File: src/rtl/rol_seq.sv
// -----------------------------------------------------------------------------
// rol_seq -- multi-cycle 32-bit rotate-left / logical-shift-left sequencer.
//
// An accepted request (start while ready) captures the operand, the distance
// and the operation, then moves the accumulator left by up to STEP bit
// positions per BUSY cycle until the full distance has been covered. The
// result is presented on res with valid=1 and held until the consumer acks.
//
// Latency from the accepting edge to valid is floor(shcnt/STEP)+2 edges:
// floor(shcnt/STEP) full-STEP moves, one final partial move (0..STEP-1
// positions), and one settle edge that commits the result into DONE.
//
// Parameters
//   STEP   : maximum distance moved per BUSY cycle; legal values 1,2,4,8,16.
//
// Ports
//   clk    : clock, all state changes on the rising edge.
//   rst_n  : asynchronous active-low reset.
//   start  : operation request, honoured only while ready=1.
//   op     : 0 = rotate left, 1 = logical shift left (zero fill).
//   value  : 32-bit operand, sampled with start.
//   shcnt  : distance 0..31, sampled with start.
//   ack    : consumer accepts the result, honoured only while valid=1.
//   ready  : block idle, start will be accepted.
//   valid  : res holds a completed result.
//   res    : result register (the accumulator).
// -----------------------------------------------------------------------------
module rol_seq #(
  parameter int unsigned STEP = 4
) (
  input  logic        clk,
  input  logic        rst_n,
  input  logic        start,
  input  logic        op,
  input  logic [31:0] value,
  input  logic [4:0]  shcnt,
  input  logic        ack,
  output logic        ready,
  output logic        valid,
  output logic [31:0] res
);

  // 5 bits is enough to hold every legal STEP, including 16.
  localparam logic [4:0] STEP_C = 5'(STEP);

  typedef enum logic [1:0] {
    IDLE = 2'd0,
    BUSY = 2'd1,
    DONE = 2'd2
  } state_t;

  state_t      state_q, state_d;
  logic [31:0] acc_q, acc_d;
  logic [4:0]  cnt_q, cnt_d;
  logic        op_q, op_d;
  // Set by the final partial move; the following BUSY edge commits to DONE.
  // This is the settle slot that makes the latency floor(shcnt/STEP)+2.
  logic        fin_q, fin_d;

  // Move a word left by amt positions. For rotate, the upper half of the
  // doubled word carries the bits that wrapped from bit 31 into bit 0.
  function automatic logic [31:0] move_left(input logic [31:0] word,
                                            input logic [4:0]  amt,
                                            input logic        is_shift);
    logic [63:0] dbl;
    dbl = {word, word} << amt;
    if (is_shift) begin
      move_left = word << amt;
    end else begin
      move_left = dbl[63:32];
    end
  endfunction

  // ---------------------------------------------------------------------------
  // State register
  // ---------------------------------------------------------------------------
  // NOTE: sequential state uses non-blocking assignments so every register
  // samples the pre-edge values of the others, independent of statement order.
  always_ff @(posedge clk or negedge rst_n) begin
    if (!rst_n) begin
      state_q <= IDLE;
      acc_q   <= '0;
      cnt_q   <= '0;
      op_q    <= 1'b0;
      fin_q   <= 1'b0;
    end else begin
      state_q <= state_d;
      acc_q   <= acc_d;
      cnt_q   <= cnt_d;
      op_q    <= op_d;
      fin_q   <= fin_d;
    end
  end

  // ---------------------------------------------------------------------------
  // Next-state and datapath
  // ---------------------------------------------------------------------------
  always_comb begin
    // NOTE: every signal written here gets a hold default first, so no path
    // through the case statement can leave one unassigned and infer a latch.
    state_d = state_q;
    acc_d   = acc_q;
    cnt_d   = cnt_q;
    op_d    = op_q;
    fin_d   = fin_q;

    unique case (state_q)
      IDLE: begin
        if (start) begin
          acc_d   = value;
          cnt_d   = shcnt;
          op_d    = op;
          fin_d   = 1'b0;
          state_d = BUSY;
        end
      end

      BUSY: begin
        if (fin_q) begin
          fin_d   = 1'b0;
          state_d = DONE;
        end else if (cnt_q >= STEP_C) begin
          // Subtraction happens only here, so cnt can never underflow.
          acc_d = move_left(acc_q, STEP_C, op_q);
          cnt_d = cnt_q - STEP_C;
        end else begin
          // Remaining distance is below STEP (possibly zero): finish it now.
          acc_d = move_left(acc_q, cnt_q, op_q);
          cnt_d = '0;
          fin_d = 1'b1;
        end
      end

      DONE: begin
        if (ack) begin
          state_d = IDLE;
        end
      end

      default: begin
        state_d = IDLE;
        fin_d   = 1'b0;
      end
    endcase
  end

  // Handshake outputs are pure decodes of the state register.
  assign ready = (state_q == IDLE);
  assign valid = (state_q == DONE);
  assign res   = acc_q;

endmodule

File: config.mk
export PLATFORM = sky130hd
export DESIGN_NAME = rol_seq
export DESIGN_NICKNAME = d
export VERILOG_FILES = /design/src/rtl/rol_seq.sv
export SDC_FILE = /design/constraint.sdc
export NUM_CORES = 1
export LEC_CHECK = 0
export ABC_AREA = 0
export BUFFER_PORTS_ARGS = -buffer_cell sky130_fd_sc_hd__buf_4
export CORE_ASPECT_RATIO = 1.75
export CORE_UTILIZATION = 40
export DETAILED_ROUTE_END_ITERATION = 7
export PLACE_DENSITY_LB_ADDON = 0.08
export SYNTH_ARGS = -nofsm -noshare
export SYNTH_HDL_FRONTEND = slang
export SYNTH_SLANG_ARGS = --single-unit
File: constraint.sdc
create_clock -name clk -period 3.3 [get_ports clk]
set_input_delay 0.66 -clock clk [delete_from_list [all_inputs] [get_ports clk]]
set_output_delay 0.66 -clock clk [all_outputs]
set_load 0.01 [all_outputs]
==> Yosys cells after proc, flatten, opt, wreduce, memory -nomap -nowiden <==
Cells that the tools add are included.
{ "word_totals": {"wordCells": 40, "in_bits": 42, "reg_bits": 41, "output_inout_bits": 34} }
{ "op_classes": {"bitwise_logic": 1, "add_sub_neg": 1, "magnitude_cmp": 1, "shift": 2, "eq_ne": 6, "n_reduce_logical": 6, "muxes": 18} }
{ "op_table": {"columns": ["operator", "n"], "rows": [
  ["two-way mux 32 bit", 4],
  ["one-hot mux 32 bit (2 select lines)", 1],
  ["<< shifter 64 x 5 -> 64 bit", 1],
  ["<< shifter 32 x 5 -> 32 bit", 1],
  ["two-way mux 5 bit", 3],
  ["one-hot mux 5 bit (2 select lines)", 1],
  ["!= test 2 bit, second input constant", 4],
  ["two-way mux 2 bit", 3],
  ["one-hot mux 2 bit (3 select lines)", 1],
  ["AND reduction 3 bit", 2],
  [">= comparator 5 x 3 -> 1 bit, second input constant", 1],
  ["subtractor 5 x 3 -> 5 bit, second input constant", 1],
  ["two-way mux 4 bit", 1],
  ["AND reduction 2 bit", 2],
  ["two-way mux 1 bit", 3],
  ["one-hot mux 1 bit (3 select lines)", 1],
  ["equality test 2 x 1 -> 1 bit, second input constant", 1],
  ["equality test 2 bit, second input constant", 1],
  ["logical NOT 2 bit", 1],
  ["nonzero test 2 bit", 1],
  ["inverter 1 bit", 1]
]} }

==> Depth between registers and ports, before layout <==
Gate-level depths: netlist (run 1).
{ "logic_depth": {"depth_word": 5, "mapped_depth": 8, "ltp_nobuf": 6} }

==> Worst setup path before layout (run 1) <==
No wires, ideal clock.
{ "synth_timing": {"kind": "register -> register", "start": "reg cnt_q[3]", "end": "reg acc_q[13] (netlist: res[13])", "required_ps": 3164, "n_path_buf": 2, "setup_ps": 136, "path_stages_with_launch": 9, "arrival_ps": 1904, "slack_ps": 1259, "synth_period_minus_slack_ps": 2041, "path_cell_list": "dfrtp_1 -> clkbuf_1 -> inv_1 -> ha_1 -> or3b_1 -> and2_1 -> buf_6 -> o311ai_0 -> a21boi_0"} }
{ "synth_between": {"elab_chain_cells": 5, "word_cells_on_any_way": 7, "classes_between": "1 x order compare; 2 x shift; 4 x mux"} }
{ "synth_rtl": {"columns": ["item", "line", "rtl"], "rows": [
  ["from (decl)", "54", "logic [4:0] cnt_q, cnt_d;"],
  ["from (signal assigned)", "89", "cnt_q <= cnt_d;"],
  ["<< shifter 64 x 5 -> 64 bit / << shifter 32 x 5 -> 32 bit (equally long branches)", "66, 68", null],
  ["two-way mux 32 bit", "67", "if (is_shift) begin"],
  ["two-way mux 32 bit (*)", "122", "end else if (cnt_q >= STEP_C) begin"],
  ["two-way mux 32 bit (*)", "119", "if (fin_q) begin"],
  ["one-hot mux 32 bit (2 select lines) (*)", "107", "unique case (state_q)"],
  ["to (signal assigned)", "82", "acc_q <= '0;"],
  ["to (signal assigned)", "88", "acc_q <= acc_d;"],
  ["to (decl)", "53", "logic [31:0] acc_q, acc_d;"]
]} }
Every way passes the cells marked *; elsewhere a longest branch is shown, timed or not. The select of a mux whose other input is x is not followed.
A chain may end at the register's enable or synchronous reset.

==> Worst setup path after layout (run 1) <==
{ "layout_timing": {"start": "reg cnt_q[3]", "end": "reg acc_q[0] (netlist: res[0])"} }
Same word-level chain as after synthesis.

==> results.toml, run 1 <==
[clock_network]
cts_root_buf = "clkbuf_16"
htree_levels = 2
ctsResizeCount = 0
post_cts_buffers = 0
cts.sinks = 41
cts_hold_buffers = 0
cts_buffers = 5
tritoncts = "built"
clock_latency_ns = 0.29
cts_max_path_buffers = 2
path_clk_slew_ns = 0.06

[die]
num_rows = 44
core_um2 = 8260
dieArea_um2 = 8830
io_pins = 76
start_util_pct = 40.9
die_h_um = 124
die_w_um = 71.5

[power_and_ir_drop]
p_per_area_nw_per_um2 = 1270
ir_drop_mv = 0.568
p_int_mw = 2.71
p_sw_mw = 2.49
seq_power_share_pct = 26.3
power.leakage_nw = 1.72
power_frac_clock_pct = 10.2
combPwrFrac_pct = 63.5
swShare_pct = 47.9

[setup_path]
crit_path_end = "res[0]$_DFFE_PN0P_"
cp_top_family = "simple AND/OR/NAND/NOR gates"
startpoint_type = "flop"
rr_endpoint = "res[0]$_DFFE_PN0P_"
path_cells = "inv_1, ha_1, or3b_1, nand2_2, a2111oi_0, a22oi_1"
cp-end-kind = "flop"
path_max_fanout = 36
worstReg2RegStart = "cnt_q[3]$_DFFE_PN0P_"
rr_worst_depth = 6
crit_start = "cnt_q[3]$_DFFE_PN0P_"
critical_path_class = "reg2reg"
cp_num_cells = 6
arrival_ns = 3.13
required_ns = 3.45
cp.buffers_inverters = 1
critPathMaxStageDelay_ns = 0.61
rrSetupSlack_ns = 0.33
critPathSlowestCell = "nand2_2"

[synthesis]
synth_area_leaders = "dfrtp_1 30%, mux4_2 22%, o21ai_0 6.4%"
yosys_register_bits = 41
synthesis.nets = 391
synth_top_cell_by_area = "dfrtp_1"
async_flop_share_pct = 100
yosys.cell_types.count = 49
synth_edf_count = 0
syn_area_um2 = 3380
ys.flop_type = "dfrtp_1"
yosysTopAreaCellShare_pct = 30.4
yosysWarnings = 0
syn_area_per_cell_um2 = 9.74
ys_seq_area_share_pct = 30.4
synth_cells = 347

[status]
status = "finished clean"

[sta]
rsz0062_at_grt = "false"
fmax_mhz = 336
min_period_ns = 2.97
slew-limit-headroom_pct = 47.9
final.setup.tns_ns = 0
tightest_slew_ns = 0.780
slew_violations = 0
fin_skew_ns = 0.00414
setup_viol = 0
hold_viol = 0
post-route-period-util_pct = 90.1

[place]
place.gp.congestion = 0.845
dp_hpwl_um = 7260
io_buffers = 75

[finish]
drive_gt1_share_pct = 33.1
final_common_cell = "buf_4"
area_growth_pct = 21.3
diodes = 0
final_nets = 445
fin_util_pct = 49.6
layout_common_cells = "82 x buf_4, 43 x o21ai_0, 40 x nand2_1, 40 x dfrtp_1, 33 x mux4_2"
fill_cells = 815

[drt]
wl_per_cell_um = 21.6
via_per_inst = 6.42
drc = 0
ant_nets = 0
drt_wl_total_um = 10700
initialDrtViolationCount = 236
vias = 3170
first_pass_iters = 4

[global_route]
grt_pass1_wl_um = 17200
grt_pass1_vias = 3170
grt_usage_pct = 25.6
antenna_found_initial = 0
grt_max_degree = 44
gr-total-overflow = 0

[min_path]
worstHoldPathType = "in2async"

[run]
max_cap_violations = 0
## flip-flops by register name, summed over array words and instances, names as in the netlist
signal	count
fin_q	1
op_q	1
res	32
cnt_q	5
state_q	2
## worst register-to-register path, cell delays in order (launching register included)
cell and delay [ns]:
dfrtp_1 0.49, inv_1 0.21, ha_1 0.21, or3b_1 0.57, nand2_2 0.61, a2111oi_0 0.58, a22oi_1 0.15
## cell type report
cell class	count	area [um2]	area share [%]
Tap cell	92	115	2.81
Inverter	8	30.0	0.733
Clock inverter	1	5.00	0.122
Timing Repair Buffer	82	616	15.0
Multi-Input combinational cell	263	2150	52.5
Clock buffer	7	153	3.72
Sequential cell	41	1030	25.1
## layer usage
metal	share of wire (%)	track usage, %	vias to the layer above	routed length [um]
met1	40	31.2	1573	4280
met5	0	0	-	0
met3	4.8	2.99	24	514
met2	51	44.4	118	5420
met4	4.3	13.0	0	455
li1	-	-	1455	-
## cell usage after synthesis (3+ instances only)
master,number
inv_1,8
buf_2,11
a221oi_1,5
a211oi_1,24
dfrtp_1,41
a21oi_1,7
nor2b_1,6
o21ai_1,9
nor2_1,15
mux2i_1,4
clkbuf_1,20
nor4b_1,4
mux4_2,33
a21o_1,3
and3_1,21
mux2_2,5
nand2_1,40
o21ai_0,43
buf_6,3
nand2b_1,5
## through the flow
stage               area (um2)  setup WS [ns]  hold slack [ns]  total power [mW]  cells
CTS                       4100          0.355            0.384              5.22    494
global placement          3940          0.468            0.586              4.62    486
floorplan                 3380           1.26            0.364              3.60    347
detailed placement        3940          0.385            0.601              4.68    486
global route              4100         0.0861            0.394              5.62    494
finish                    4100          0.325            0.349              5.20    494
## how the worst min path moves through the flow
stage,startpoint,to,slack (ns),cells past startpoint
5_1_grt,rst_n,res[7]$_DFFE_PN0P_,0.39,1
2_1_floorplan,rst_n,cnt_q[0]$_DFFE_PN0P_,0.36,0
3_3_place_gp,res[24]$_DFFE_PN0P_,res[24]$_DFFE_PN0P_,0.59,2
6_report,rst_n,res[7]$_DFFE_PN0P_,0.35,1
4_1_cts,rst_n,res[7]$_DFFE_PN0P_,0.38,1
3_5_place_dp,res[24]$_DFFE_PN0P_,res[24]$_DFFE_PN0P_,0.60,2
## cells by family after synthesis
| family | after synthesis | synth area share [%] |
|---|---|---|
| AO/OA/AOI/OAI | 119 | 23.1 |
| multiplexers | 42 | 24.9 |
| adder cells (fa/ha/maj) | 2 | 0.741 |
| flip-flops | 41 | 30.4 |
| buffers and inverters | 43 | 5.96 |
| AND/OR/NAND/NOR | 100 | 14.9 |
## power by group through the flow
stage                     Clock (mW)  Sequential, mW  Combinational (mW)
after global placement             0            1.36                3.26
after global routing           0.558            1.43                3.63
after detailed placement           0            1.37                3.31
after CTS                      0.541            1.37                3.32
after floorplan                    0            1.18                2.42
final                          0.530            1.37                3.30
Power figures use the tool's default switching activity.
==> run 2, diff against run 1 <==
--- a/config.mk
+++ b/config.mk
@@ -6,10 +6,10 @@
 export NUM_CORES = 1
 export LEC_CHECK = 0
 export ABC_AREA = 0
-export BUFFER_PORTS_ARGS = -buffer_cell sky130_fd_sc_hd__buf_4
 export CORE_ASPECT_RATIO = 1.75
 export CORE_UTILIZATION = 40
 export DETAILED_ROUTE_END_ITERATION = 7
+export DONT_BUFFER_PORTS = 1
 export PLACE_DENSITY_LB_ADDON = 0.08
 export SYNTH_ARGS = -nofsm -noshare
 export SYNTH_HDL_FRONTEND = slang
==> results.toml, run 2 (synthesized netlist as in run 1, its figures left out) <==
[status]
status = "finished clean"

[drt]
drc = 0
via_per_inst = 6.95
drt_wl_total_um = 10600
ant_nets = 0
vias = 2934
wl_per_cell_um = 25.1
initialDrtViolationCount = 198
first_pass_iters = 4

[global_route]
grt_pass1_wl_um = 16700
gr-total-overflow = 0
grt_pass1_vias = 2879
antenna_found_initial = 0
grt_usage_pct = 25.4
grt_max_degree = 42

[clock_network]
cts_max_path_buffers = 2
path_clk_slew_ns = 0.06
cts_root_buf = "clkbuf_16"
clock_latency_ns = 0.29
ctsResizeCount = 0
cts.sinks = 41
cts_hold_buffers = 0
tritoncts = "built"
htree_levels = 2
cts_buffers = 5
post_cts_buffers = 0

[power_and_ir_drop]
seq_power_share_pct = 30.8
p_sw_mw = 2.44
swShare_pct = 49.9
p_per_area_nw_per_um2 = 1370
power.leakage_nw = 1.36
ir_drop_mv = 0.498
power_frac_clock_pct = 9.8
p_int_mw = 2.45
combPwrFrac_pct = 59.4

[place]
placed_cells = 414
place.gp.congestion = 0.846
dpl_cell_area_um2 = 3430
pre_cts_slack_ns = 0.918
dp_hpwl_um = 7430
io_buffers = 0

[setup_path]
path_max_fanout = 22
critical_path_class = "reg2reg"
rr_endpoint = "res[13]$_DFFE_PN0P_"
rr_worst_depth = 7
cp-end-kind = "flop"
worstReg2RegStart = "cnt_q[3]$_DFFE_PN0P_"
required_ns = 3.45
arrival_ns = 2.53
startpoint_type = "flop"
crit_start = "cnt_q[3]$_DFFE_PN0P_"
rrSetupSlack_ns = 0.92
crit_path_end = "res[13]$_DFFE_PN0P_"

[finish]
final_common_cell = "o21ai_0"
drive_gt1_share_pct = 17.6
largest_register_ffs = 32
diodes = 0
fin_cells = 422
layout_common_cells = "43 x o21ai_0, 40 x nand2_1, 40 x dfrtp_1"
fill_cells = 814
finalInstanceArea_um2 = 3560
area_growth_pct = 5.44
final_nets = 373

[sta]
timing.final.ws_setup_ns = 0.922
slew_violations = 0
rsz0062_at_grt = "false"
post-route-period-util_pct = 72.1
tightest_slew_ns = 0.686
min_period_ns = 2.38
setup_viol = 0
fin_skew_ns = 0.00623
fmax_mhz = 421
hold-worst-slack_ns = 0.0647
hold_viol = 0
final.setup.tns_ns = 0
slew-limit-headroom_pct = 54.2

[min_path]
worstHoldPathType = "in2async"

[die]
start_util_pct = 40.9
die_w_um = 71.5
num_rows = 44
io_pins = 76
core_um2 = 8260
dieArea_um2 = 8830
die_h_um = 124

[run]
max_cap_violations = 0
run 2: changes by cell type in the layout (fill, tap and decap cells not counted), sizes merged:
cell and change:
buf -72, clkinv -1, clkbuf +1
run 2: final cells by class:
class                   count  area (um2)  area share [%]
clock buffers               8         136            3.83
repair buffers             10         100            2.81
inverters                   8        30.0           0.843
well taps                  92         115            3.23
flip-flops and latches     41        1030            28.8
multi-input cells         263        2150            60.4
run 2: per-layer routing:
layer | up-vias | GRT usage, % | share of wire, %
met4 | 0 | 10.0 | 2.8
met2 | 117 | 43.9 | 52
met5 | - | 0 | 0
li1 | 1311 | - | -
met3 | 16 | 6.07 | 6.7
met1 | 1490 | 30.4 | 39
run 2: through the flow:
step / utilization, % / power (mW)
final: 43.1 / 4.88
after global routing: 43.1 / 5.27
after detailed placement: 41.5 / 4.44
after floorplan: - / 3.60
after CTS: 43.1 / 4.94
after global placement: 41.5 / 4.39
run 2: power by group through the flow:
stage | Sequential (mW) | Combinational [mW] | Clock [mW]
after floorplan | 1.18 | 2.42 | 0
after global placement | 1.50 | 2.89 | 0
after detailed placement | 1.51 | 2.93 | 0
after CTS | 1.50 | 2.94 | 0.494
after global routing | 1.57 | 3.19 | 0.510
final | 1.50 | 2.90 | 0.476
run 2: worst min-delay path by stage:
| stage | startpoint | end | slack, ns | depth (start not counted) |
|---|---|---|---|---|
| finish | rst_n | res[29]$_DFFE_PN0P_ | 0.06 | 0 |
| floorplan | rst_n | cnt_q[0]$_DFFE_PN0P_ | 0.36 | 0 |
| global placement | rst_n | res[11]$_DFFE_PN0P_ | 0.37 | 0 |
| CTS | rst_n | res[20]$_DFFE_PN0P_ | 0.05 | 0 |
| detailed placement | rst_n | res[7]$_DFFE_PN0P_ | 0.37 | 0 |
| global route | rst_n | res[28]$_DFFE_PN0P_ | 0.05 | 0 |
run 2: critical path: stages, from the launching register on:
cell	delay (ns)
dfrtp_1	0.47
inv_1	0.25
ha_1	0.18
or3b_1	0.38
buf_4	0.22
and2_1	0.30
o311ai_0	0.32
a21boi_0	0.13
==> run 3, diff against run 2 <==
--- a/config.mk
+++ b/config.mk
@@ -5,7 +5,7 @@
 export SDC_FILE = /design/constraint.sdc
 export NUM_CORES = 1
 export LEC_CHECK = 0
-export ABC_AREA = 0
+export ABC_AREA = 1
 export CORE_ASPECT_RATIO = 1.75
 export CORE_UTILIZATION = 40
 export DETAILED_ROUTE_END_ITERATION = 7
==> constraint.sdc (replaced) <==
create_clock -name clk -period 2.35 [get_ports clk]
set_input_delay 0.47 -clock clk [delete_from_list [all_inputs] [get_ports clk]]
set_output_delay 0.47 -clock clk [all_outputs]
set_load 0.01 [all_outputs]
==> results.toml, run 3 <==
[drt]
via_per_inst = 6.05
first_pass_iters = 5
drt_wl_total_um = 17500
wl_per_cell_um = 21.4
drc = 0
ant_nets = 0
initialDrtViolationCount = 435
vias = 4932

[global_route]
gr-total-overflow = 0
grt_max_degree = 68
antenna_found_initial = 0
grt_pass1_vias = 4722
grt_usage_pct = 33.2
grt_pass1_wl_um = 26600

[die]
die_w_um = 79.0
io_pins = 76
die_h_um = 137
num_rows = 48
core_um2 = 9970
start_util_pct = 41.7
dieArea_um2 = 10800

[synthesis]
ys.flop_type = "dfrtp_1"
synth_edf_count = 0
synthesis.nets = 756
yosys_register_bits = 41
yosysWarnings = 0
synth_cells = 712
synth_area_leaders = "dfrtp_1 25%, nand3_1 22%, nand2_1 19%"
synthMostInstantiatedCell = "nand2_1"
yosys-top-cells-count = "210 x nand2_1, 182 x nand3_1, 78 x a21oi_1"
ys_seq_area_share_pct = 24.7
async_flop_share_pct = 100
yosysTopAreaCellShare_pct = 24.7
yosys.cell_types.count = 31
syn_area_um2 = 4150
syn_area_per_cell_um2 = 5.83
synth_top_cell_by_area = "dfrtp_1"

[sta]
slew-limit-headroom_pct = 29.9
tightest_slew_ns = 1.05
slew_violations = 0
rsz0062_at_grt = "false"
fmax_mhz = 492
final.setup.tns_ns = 0
fin_skew_ns = 0.00826
setup_viol = 0
min_period_ns = 2.03
hold-worst-slack_ns = 0.0137
timing.final.ws_setup_ns = 0.318
post-route-period-util_pct = 86.5
hold_viol = 0

[finish]
largest_register_ffs = 32
area_growth_pct = 5.81
final_common_cell = "nand2_1"
finalInstanceArea_um2 = 4390
fin_util_pct = 44.1
final_nets = 734
diodes = 0
fin_cells = 815
layout_common_cells = "210 x nand2_1, 182 x nand3_1, 78 x a21oi_1"
drive_gt1_share_pct = 5.94

[power_and_ir_drop]
power_mw = 8.84
power.leakage_nw = 1.99
ir_drop_mv = 1.37
p_per_area_nw_per_um2 = 2010

[clock_network]
cts_root_buf = "clkbuf_16"
cts_max_path_buffers = 2
cts.sinks = 41
htree_levels = 2
ctsResizeCount = 0
clock_latency_ns = 0.30
cts_buffers = 5
post_cts_buffers = 0
tritoncts = "built"
path_clk_slew_ns = 0.06

[setup_path]
startpoint_type = "flop"
required_ns = 2.56
crit_start = "state_q[1]$_DFFE_PN0P_"
critPathSlowestCell = "nor2_1"
path_max_fanout = 32
worstReg2RegStart = "state_q[1]$_DFFE_PN0P_"
cp_common_cell = "nor2_1"
arrival_ns = 2.24
path_cells = "nor2_1, a21oi_4, inv_1, buf_4, nor2_1, a31oi_1"
critPathMaxStageDelay_ns = 0.50
critical_path_class = "reg2reg"
cp-end-kind = "flop"

[status]
status = "finished clean"

[place]
pre_cts_slack_ns = 0.171
io_buffers = 0
dp_hpwl_um = 12500
dpl_cell_area_um2 = 4220
place.gp.congestion = 0.959
placed_cells = 806

[run]
max_cap_violations = 0

[min_path]
worstHoldPathType = "in2async"
## run 3: changes by cell type in the layout (fill, tap and decap cells not counted), sizes merged, moves of 9 or more
| cell | delta |
|---|---|
| a211oi | -24 |
| nand3 | +182 |
| nand2 | +169 |
| inv | +9 |
| o21ai | -21 |
| buf | +13 |
| and3 | -21 |
| a21oi | +73 |
| nor2 | +60 |
| mux4 | -33 |
## run 3: critical path: cells and delay by family, from the launching register on
kind / cells / cell delay [ns]
simple gates: 2 / 0.57
compound gates: 2 / 0.48
buf+inv: 2 / 0.47
flops: 1 / 0.42
## run 3: per-layer routing
metal  GRT usage (%)  share of wire (%)
met2            55.9                 50
met3            4.00                5.2
met5               0                  0
met1            38.4                 38
met4            23.5                6.8
## run 3: worst paths after layout
path	to	slack [ns]	depth (start not counted)
max in group asynchronous	res[17]$_DFFE_PN0P_	2.12	1
setup / recovery	res[31]$_DFFE_PN0P_	0.32	6
hold reg to reg	fin_q$_DFFE_PN0P_	0.56	2
setup reg to reg	res[31]$_DFFE_PN0P_	0.32	6
hold / removal	res[10]$_DFFE_PN0P_	0.01	1
min in group clk	state_q[1]$_DFFE_PN0P_	0.29	1
## run 3: where the power goes
group	leakage [nW]	switching, mW	internal, mW
clock network	0.0669	0.309	0.391
logic	1.46	4.30	1.97
registers	0.469	0.803	1.07
total	1.99	5.41	3.43
## run 3: cell type report
class                      instances  area, um2
multi-input combinational        602       2760
tap                              125        156
fill                            1150       5580
sequential                        41       1030
clock buffer                       6        129
timing repair buffer              23        243
clock inverter                     1       8.76
inverter                          17       71.3
## run 3: kinds of logic (layout without fill, tap and decap cells)
group | Yosys count | after routing | share of synthesized area, %
buffers and inverters | 70 | 47 | 9.22
AND/OR/NAND/NOR | 472 | 472 | 48.7
adder cells (fa/ha/maj) | 2 | 2 | 0.602
XOR/XNOR | 1 | 1 | 0.211
flip-flops | 41 | 41 | 24.7
AO/OA/AOI/OAI | 126 | 127 | 16.5
## run 3: timing repair
| action | 4_1_cts | 5_1_grt |
|---|---|---|
| hold buffers | 1 | 0 |
| setup endpoints to repair | 0 | 17 |
| endpoints found under the hold margin | 41 | 0 |
